<file path="config.mk">
export PLATFORM = sky130hd
export DESIGN_NAME = taxi_eth_phy_10g_tx_gbx_ctrl
export DESIGN_NICKNAME = d
export VERILOG_FILES = /design/src/rtl/taxi_eth_phy_10g_pkg.sv /design/src/rtl/taxi_eth_phy_10g_gbx_seq.sv /design/src/rtl/taxi_eth_phy_10g_tx_gbx_ctrl.sv
export SDC_FILE = /design/constraint.sdc
export NUM_CORES = 1
export LEC_CHECK = 0
export CAP_MARGIN = 15
export CORE_AREA = 2 2 39 41
export CTS_BUF_LIST = sky130_fd_sc_hd__clkbuf_2
export DETAILED_ROUTE_END_ITERATION = 6
export DIE_AREA = 0 0 41 43
export DONT_BUFFER_PORTS = 1
export PLACE_DENSITY_LB_ADDON = 0.15
export SYNTH_ARGS = -nofsm -noshare
export SYNTH_HDL_FRONTEND = slang
export SYNTH_SLANG_ARGS = --single-unit
export TNS_END_PERCENT = 100
</file>
<file path="constraint.sdc">
create_clock -name clk -period 1.62 [get_ports clk]
set_input_delay 0.486 -clock clk [delete_from_list [all_inputs] [get_ports clk]]
set_output_delay 0.486 -clock clk [all_outputs]
set_load 0.02 [all_outputs]
</file>
<file path="src/rtl/taxi_eth_phy_10g_pkg.sv">
// taxi_eth_phy_10g_pkg: shared TX gearbox FSM state type and default sequence length
package taxi_eth_phy_10g_pkg;
  typedef enum logic [1:0] {ST_IDLE, ST_WAIT_SYNC, ST_RUN} gbx_state_t;
  localparam int GBX_SEQ_LEN = 33;
endpackage

</file>
<file path="src/rtl/taxi_eth_phy_10g_gbx_seq.sv">
// taxi_eth_phy_10g_gbx_seq: gearbox sequence counter (clk, rst, clear, enable -> count, last = next count is SEQ_LEN-1)
module taxi_eth_phy_10g_gbx_seq import taxi_eth_phy_10g_pkg::*; #(
  parameter int SEQ_LEN = GBX_SEQ_LEN
) (
  input  logic       clk,
  input  logic       rst,
  input  logic       clear,
  input  logic       enable,
  output logic [5:0] count,
  output logic       last
);
  logic wrap;
  always_comb begin
    wrap = count == 6'(SEQ_LEN - 1);
    last = enable && !clear && count == 6'(SEQ_LEN - 2);
  end
  always_ff @(posedge clk)
    count <= (rst || clear) ? '0 : enable ? (wrap ? '0 : count + 6'd1) : count;
endmodule

</file>
<file path="src/rtl/taxi_eth_phy_10g_tx_gbx_ctrl.sv">
// taxi_eth_phy_10g_tx_gbx_ctrl: 10G TX gearbox control (req_sync/req_stall in; registered valid/hdr/sync/ready/half/status out)
module taxi_eth_phy_10g_tx_gbx_ctrl import taxi_eth_phy_10g_pkg::*; #(
  parameter int DATA_W       = 64,
  parameter bit INT_SEQ_EN   = 1'b0,
  parameter int SEQ_LEN      = GBX_SEQ_LEN,
  parameter bit SYNC_WAIT_EN = 1'b1
) (
  input  logic       clk,
  input  logic       rst,
  input  logic       tx_gbx_req_sync,
  input  logic       tx_gbx_req_stall,
  output logic       encoded_tx_data_valid,
  output logic       encoded_tx_hdr_valid,
  output logic       tx_gbx_sync,
  output logic       enc_tx_ready,
  output logic       enc_tx_half,
  output logic [5:0] stat_seq_count,
  output logic       stat_stall_err,
  output logic       stat_locked
);
  localparam bit W32 = DATA_W == 32;
  if (DATA_W != 32 && DATA_W != 64) begin : g_bad_w
    $fatal(1, "DATA_W must be 32 or 64");
  end
  if (SEQ_LEN < 2 || SEQ_LEN > 64) begin : g_bad_len
    $fatal(1, "SEQ_LEN must be in 2..64");
  end
  gbx_state_t state;
  logic phase, seq_last, go, run_n, stall_c, adv, ph_n;
  taxi_eth_phy_10g_gbx_seq #(.SEQ_LEN(SEQ_LEN)) u_seq (
    .clk(clk),
    .rst(rst),
    .clear(tx_gbx_req_sync || state != ST_RUN),
    .enable(state == ST_RUN),
    .count(stat_seq_count),
    .last(seq_last)
  );
  always_comb begin
    go      = state == ST_IDLE ? !SYNC_WAIT_EN : tx_gbx_req_sync;
    run_n   = state == ST_RUN || go;
    stall_c = state == ST_RUN && !go && (INT_SEQ_EN ? seq_last : tx_gbx_req_stall);
    adv     = run_n && !stall_c;
    ph_n    = go ? 1'b0 : phase;
  end
  always_ff @(posedge clk) begin
    if (rst) begin
      state                 <= ST_IDLE;
      phase                 <= 1'b0;
      encoded_tx_data_valid <= 1'b0;
      encoded_tx_hdr_valid  <= 1'b0;
      tx_gbx_sync           <= 1'b0;
      enc_tx_ready          <= 1'b0;
      enc_tx_half           <= 1'b0;
      stat_stall_err        <= 1'b0;
      stat_locked           <= 1'b0;
    end else begin
      state                 <= run_n ? ST_RUN : ST_WAIT_SYNC;
      phase                 <= adv ? W32 && !ph_n : ph_n;
      encoded_tx_data_valid <= adv;
      encoded_tx_hdr_valid  <= adv && !ph_n;
      tx_gbx_sync           <= tx_gbx_req_sync && state != ST_IDLE;
      enc_tx_ready          <= adv && (!W32 || ph_n);
      enc_tx_half           <= adv ? ph_n : enc_tx_half;
      stat_stall_err        <= stall_c && W32 && phase;
      stat_locked           <= run_n;
    end
  end
endmodule

</file>
==> results of run 1 <==
## placed cells by master, fill, tap and decap left out, types with 2 or more instances in the layout
cell / Yosys / layout
a21oi_1: 3 / 3
buf_4: 2 / 3
clkbuf_2: 1 / 4
dfxtp_1: 13 / 13
ha_1: 2 / 2
inv_1: 3 / 3
nand2_1: 2 / 2
nand3b_1: 2 / 2
nor2_1: 6 / 6
nor2b_1: 2 / 2
nor3_1: 3 / 3
nor3b_1: 2 / 2
o21ai_0: 4 / 4
or3_1: 3 / 3
## kinds of logic after synthesis
logic type               count (synthesis)  synth area share
AND/OR/NAND/NOR                         26             0.299
flip-flops                              13             0.451
AO/OA/AOI/OAI                            9            0.0933
buffers and inverters                    7            0.0737
adder cells (fa/ha/maj)                  2            0.0434
other                                    1           0.00650
XOR/XNOR                                 1            0.0152
multiplexers                             1            0.0174
## layout make-up
class                           count  area (um2)  area share
Tap cell                           16        20.0      0.0329
Multi-Input combinational cell     40         274       0.451
Timing Repair Buffer                3        22.5      0.0370
Inverter                            3        11.3      0.0185
Sequential cell                    13         260       0.428
Clock buffer                        4        20.0      0.0329
## registers in the layout, summed over array words and instances (netlist names)
signal	cells
enc_tx_ready	1
phase	1
stat_locked	1
u_seq.count	6
encoded_tx_hdr_valid	1
state	1
tx_gbx_sync	1
enc_tx_half	1
## per-stage QoR
stage	hold WS, ns	util	total power, W	cells	setup slack [ns]
global route	0.233	0.439	0.000582	79	0.0826
global placement	0.486	0.425	0.000390	75	0.335
floorplan	0.466	-	0.000393	60	0.289
finish	0.274	0.439	0.000548	79	0.186
detailed placement	0.484	0.425	0.000390	75	0.333
CTS	0.261	0.439	0.000557	79	0.148
## report_power, final
group           total, W  switching (W)  internal, W
logic          0.0000329      0.0000144    0.0000185
registers       0.000348      0.0000196     0.000329
clock network   0.000167       0.000101    0.0000655
## worst min-delay path by stage
stage | end | startpoint | depth (start not counted)
CTS | state[0] | rst | 1
floorplan | phase | phase | 1
detailed placement | phase | phase | 1
global placement | phase | phase | 1
finish | phase | rst | 1
global route | state[0] | rst | 1
## layer usage
metal / part of all wire / vias to the layer above / global-route usage
li1: - / 212 / -
met1: 0.45 / 181 / 0.178
met2: 0.47 / 10 / 0.172
met3: 0.075 / 2 / 0.0838
met4: 0.010 / 0 / 0.100
met5: 0 / - / 0
==> impl_metrics.ini, run 1 <==
[status]
status = finished, final reports clean

[yosys]
ys_ff_latch = 13
synthCells = 60
synthTopCellsByCount = dfxtp_1 (13), nor2_1 (6), o21ai_0 (4)
synth_most_common_cell = dfxtp_1
synth_nets = 66
synth_area_leader_cell = dfxtp_1
synth_cell_types = 26
syn_area_per_cell_um2 = 9.61
syn_area_um2 = 577
async_flop_share = 0
ys.flop_type = dfxtp_1
synth_warnings = 0
seq_area_frac_synth = 0.451
synth_area_leaders = dfxtp_1 (45%), ha_1 (4.3%), nand4b_4 (4.1%)
synth_edf_count = 0
synth_top_area_share = 0.451

[clocking]
clkTransAtPathRegs_ns = 0.13
hold_buffers = 0
clockRootBuffer = clkbuf_2
cts_tree = yes
clockBufferDepth = 2
cts.repair.resized = 0
postCtsSetupBuffers = 0
htreeDepth = 1
cts_inserted_buffers = 3
clk_latency_ns = 0.26
cts_num_sinks = 13

[worst_setup_path]
cp_max_fo = 8
crit_slowest_cell = dfxtp_1
cp.buffers_inverters = 1
crit_required_ns = 1.13
path_cells = buf_4
r2r-start = u_seq.count[0]
crit_cells = 1
cp_data_arrival_time_ns = 0.95
cpPeakStageDelay_ns = 0.49
crit_path_start_kind = register
endpoint = stat_locked
r2r_end = u_seq.count[4]
cpLargestDelayFamily = flip-flops
r2r_slack_ns = 0.31
path_class = register to output pin
cp-startpoint = stat_locked
ff2ff_path_depth = 4
critPathCaptureType = output pin

[routing]
drt-vias-per-instance = 5.13
drt_iter0_drc = 4
vias = 405
avgRoutedWirePerCell_um = 11.3
ant_nets = 0
drc = 0
firstDrtPassIters = 2
routed_wl_um = 893

[flow_run]
maxCapViolations = 0

[timing]
period_needed_ns = 1.43
timing.fmax_ghz = 0.697
period_share = 0.885
final_max_slew_viol_count = 0
hold_viol = 0
clock_skew_ns = 0.0109
setup_viol = 0
finalSetupTns_ns = 0
worst_pin_slew_ns = 0.505
relSlewSlack = 0.659
rsz0062_at_grt = no

[placed_design]
place.gp.congestion = 0.595
place_area_um2 = 588
io_buffer_count = 0
dp_hpwl_um = 683

[die]
dieArea_um2 = 1760
coreArea_um2 = 1380
die_h_um = 43
ios = 17
die_w_um = 41
start_util = 0.417
num_rows = 14

[global_route]
grt_pass1_wl_um = 1610
grt_max_degree = 10
grtUsageTotal = 0.142
antenna_found_initial = 0
grt_pass1_vias = 399
overflow = 0

[final_layout]
num_antenna_cells = 0
nets = 70
num-fill-cells = 141
final_area_um2 = 608
areaGrowthSynthToFinish_pct = 5.42
drive_above_1_share = 0.159

[pwr]
power_density_nw_per_um2 = 902
p_leak_nw = 0.244
ir_worst_vdd_uv = 387

[hold_path]
hold_class = primary input to register
Power figures use the tool's default switching activity.
==> run 2: changes to the inputs <==
==> constraint.sdc (replaced) <==
create_clock -name clk -period 1.3 [get_ports clk]
set_input_delay 0.39 -clock clk [delete_from_list [all_inputs] [get_ports clk]]
set_output_delay 0.39 -clock clk [all_outputs]
set_load 0.02 [all_outputs]
==> impl_metrics.ini, run 2 (synthesis gave the netlist of run 1 again) <==
[status]
status = finished, final reports clean

[global_route]
grt_pass1_vias = 427
antenna_found_initial = 0
grt_max_degree = 10
grtUsageTotal = 0.146
overflow = 0
grt_pass1_wl_um = 1740

[final_layout]
nets = 74
largest_register_ffs = 6
most-common-layout-cells = buf_4 (7), nor2_1 (6), dfxtp_1 (6), dfxtp_2 (6)
drive_above_1_share = 0.328
final_area_um2 = 666
final_common_cell = buf_4
areaGrowthSynthToFinish_pct = 15.4
num_antenna_cells = 0
largest_register = u_seq.count

[placed_design]
pre_cts_ws_ns = 0.0331
dp_hpwl_um = 739
io_buffer_count = 0
place.gp.congestion = 0.622
place_area_um2 = 621

[worst_setup_path]
ff2ff_path_depth = 4
crit_path_start_kind = register
cp_max_fo = 2
cp_data_arrival_time_ns = 0.85
path_class = register to output pin
crit_cells = 0
crit_required_ns = 0.91
critPathCaptureType = output pin

[timing]
layout_setup_ws_ns = 0.0632
period_share = 0.951
period_needed_ns = 1.24
finalSetupTns_ns = 0
hold_viol = 0
clock_skew_ns = 0.00993
rsz0062_at_grt = no
setup_viol = 0
final_max_slew_viol_count = 0
timing.fmax_ghz = 0.809

[pwr]
p_leak_nw = 0.272
ir_worst_vdd_uv = 494
power_density_nw_per_um2 = 1040

[die]
coreArea_um2 = 1380
die_h_um = 43
num_rows = 14
die_w_um = 41
dieArea_um2 = 1760
ios = 17
start_util = 0.417

[clocking]
cts_tree = yes
postCtsSetupBuffers = 0
clkTransAtPathRegs_ns = 0.14
cts_num_sinks = 13
hold_buffers = 0
clk_latency_ns = 0.27
clockBufferDepth = 2
cts_inserted_buffers = 3
htreeDepth = 1
clockRootBuffer = clkbuf_2

[hold_path]
hold_class = primary input to register
min_delay_path_depth = 1

[routing]
routed_wl_um = 992
drt-vias-per-instance = 5.20
firstDrtPassIters = 2
drt_iter0_drc = 2
ant_nets = 0
vias = 432
drc = 0
avgRoutedWirePerCell_um = 12.0

[flow_run]
maxCapViolations = 0
-- run 2: timing repair --
item                                   in CTS  in global routing
setup endpoints to repair                   1                  7
endpoints found under the hold margin       0                  0
pin swaps                                   0                  0
resized for setup                           1                  7
-- run 2: final timing paths --
| path | start | endpoint | slack, ns |
|---|---|---|---|
| worst max register to register | u_seq.count[0] | u_seq.count[4] | 0.12 |
| worst min-delay path | rst | state[0] | 0.16 |
| worst min register to register | u_seq.count[0] | u_seq.count[0] | 0.48 |
| worst max-delay path | enc_tx_ready | encoded_tx_data_valid | 0.06 |
-- run 2: layer usage --
metal | track usage | part of all wire | vias to the layer above
li1 | - | - | 222
met3 | 0.0471 | 0.060 | 2
met4 | 0.100 | 0.0081 | 0
met5 | 0 | 0 | -
met1 | 0.187 | 0.46 | 197
met2 | 0.200 | 0.47 | 11
-- run 2: final cells by class --
cell class,instances,area (um2)
inverter,3,11.3
timing repair buffer,7,52.6
sequential,13,272
multi-input combinational,40,290
clock buffer,4,20.0
fill,155,718
tap,16,20.0
-- run 2: worst reg2reg max path, delay by kind of cell, from the launching register on --
kind	cells	cell delay [ns]
compound gates	1	0.13
fa+ha+maj	1	0.16
flops	1	0.40
simple gates	2	0.44
-- run 2: per-stage QoR --
stage / power [W] / hold slack [ns] / instances / util
6_report: 0.000696 / 0.158 / 83 / 0.481
3_5_place_dp: 0.000486 / 0.465 / 79 / 0.448
3_3_place_gp: 0.000486 / 0.464 / 79 / 0.448
5_1_grt: 0.000734 / 0.135 / 83 / 0.481
2_1_floorplan: 0.000490 / 0.466 / 60 / -
4_1_cts: 0.000706 / 0.147 / 83 / 0.464
-- run 2: power by group --
part | switching (W) | internal, W
combinational | 0.0000190 | 0.0000247
clock | 0.000135 | 0.0000816
sequential | 0.0000254 | 0.000410
==> run 3: changes to the inputs <==
==> constraint.sdc (replaced) <==
create_clock -name clk -period 1.29 [get_ports clk]
set_input_delay 0.387 -clock clk [delete_from_list [all_inputs] [get_ports clk]]
set_output_delay 0.387 -clock clk [all_outputs]
set_load 0.01 [all_outputs]
==> impl_metrics.ini, run 3 (synthesis gave the netlist of run 1 again) <==
[routing]
firstDrtPassIters = 2
avgRoutedWirePerCell_um = 11.6
ant_nets = 0
routed_wl_um = 952
drt-vias-per-instance = 5.02
drt_iter0_drc = 2
vias = 412
drc = 0

[clocking]
clk_latency_ns = 0.26
postCtsSetupBuffers = 0
clkTransAtPathRegs_ns = 0.11
cts_inserted_buffers = 3
clockBufferDepth = 2
htreeDepth = 1
clockRootBuffer = clkbuf_2
cts_tree = yes
cts_num_sinks = 13

[global_route]
grtUsageTotal = 0.131
antenna_found_initial = 0
grt_pass1_wl_um = 1500
overflow = 0
grt_max_degree = 10
grt_pass1_vias = 380

[timing]
hold_viol = 0
finalSetupTns_ns = 0
setup_viol = 0
rsz0062_at_grt = no
final_max_slew_viol_count = 0
timing.fmax_ghz = 0.833
hold_slack_ns = 0.173
clock_skew_ns = 0.000834
period_share = 0.931
period_needed_ns = 1.20
layout_setup_ws_ns = 0.0889

[worst_setup_path]
critPathCaptureType = register
crit_required_ns = 1.49
path_class = register to register
cp_max_fo = 9
cpLargestDelayFamily = simple AND/OR/NAND/NOR gates
crit_slowest_cell = dfxtp_1
crit_path_start_kind = register
cp_data_arrival_time_ns = 1.40
cpPeakStageDelay_ns = 0.43
path_cells = nand4b_4 -> or3_1 -> a21oi_1
cp.buffers_inverters = 0

[final_layout]
num-fill-cells = 142
num_antenna_cells = 0
largest_register_ffs = 6
regArea_um2 = 267
largest_register = u_seq.count
final_area_um2 = 653
instances_no_fill = 82
areaGrowthSynthToFinish_pct = 13.2
nets = 73
drive_above_1_share = 0.258
most-common-layout-cells = dfxtp_1 (10), nor2_1 (6), buf_4 (6)
multi_input_area_um2 = 290
final_common_cell = dfxtp_1

[flow_run]
maxCapViolations = 0

[die]
start_util = 0.417
coreArea_um2 = 1380
die_h_um = 43
ios = 17
die_w_um = 41
dieArea_um2 = 1760
num_rows = 14

[placed_design]
place_area_um2 = 611
dp_hpwl_um = 689
pre_cts_ws_ns = 0.0534
place.gp.congestion = 0.651
dp_cells = 78
io_buffer_count = 0

[hold_path]
hold_class = primary input to register

[pwr]
power_density_nw_per_um2 = 1040
ir_worst_vdd_uv = 538
p_leak_nw = 0.265

[status]
status = finished, final reports clean
[run 3: repair_timing]
item | CTS | global route
hold endpoints to repair | 0 | 0
gates resized for setup | 1 | 5
hold buffers | 0 | 0
endpoints found under the setup margin | 1 | 5
cloned | 0 | 0
[run 3: worst paths after layout]
| kind | start | to | slack, ns | cells after the start |
|---|---|---|---|---|
| max | state[0] | u_seq.count[5] | 0.09 | 3 |
| min | rst | stat_locked | 0.17 | 1 |
| max reg2reg | state[0] | u_seq.count[5] | 0.09 | 3 |
| min reg2reg | u_seq.count[0] | u_seq.count[0] | 0.45 | 1 |
[run 3: cell type report]
type	instances	area share
multi-input cells	40	0.444
repair buffers	6	0.0690
flip-flops and latches	13	0.408
inverters	3	0.0172
well taps	16	0.0307
clock buffers	4	0.0307
[run 3: stage by stage]
step	util	total power, W
6_report	0.472	0.000679
5_1_grt	0.472	0.000723
4_1_cts	0.457	0.000696
3_5_place_dp	0.441	0.000482
3_3_place_gp	0.441	0.000482
2_1_floorplan	-	0.000484
[run 3: metal layers]
layer / part of all wire / GRT usage / vias up
met2: 0.46 / 0.159 / 11
met3: 0.071 / 0.0576 / 2
met5: 0 / 0 / -
met4: 0.0084 / 0.120 / 0
li1: - / - / 216
met1: 0.46 / 0.164 / 183
[run 3: power breakdown]
part           switching (W)  internal, W
combinational      0.0000157    0.0000262
sequential         0.0000203     0.000413
clock               0.000122    0.0000823
total               0.000158     0.000521
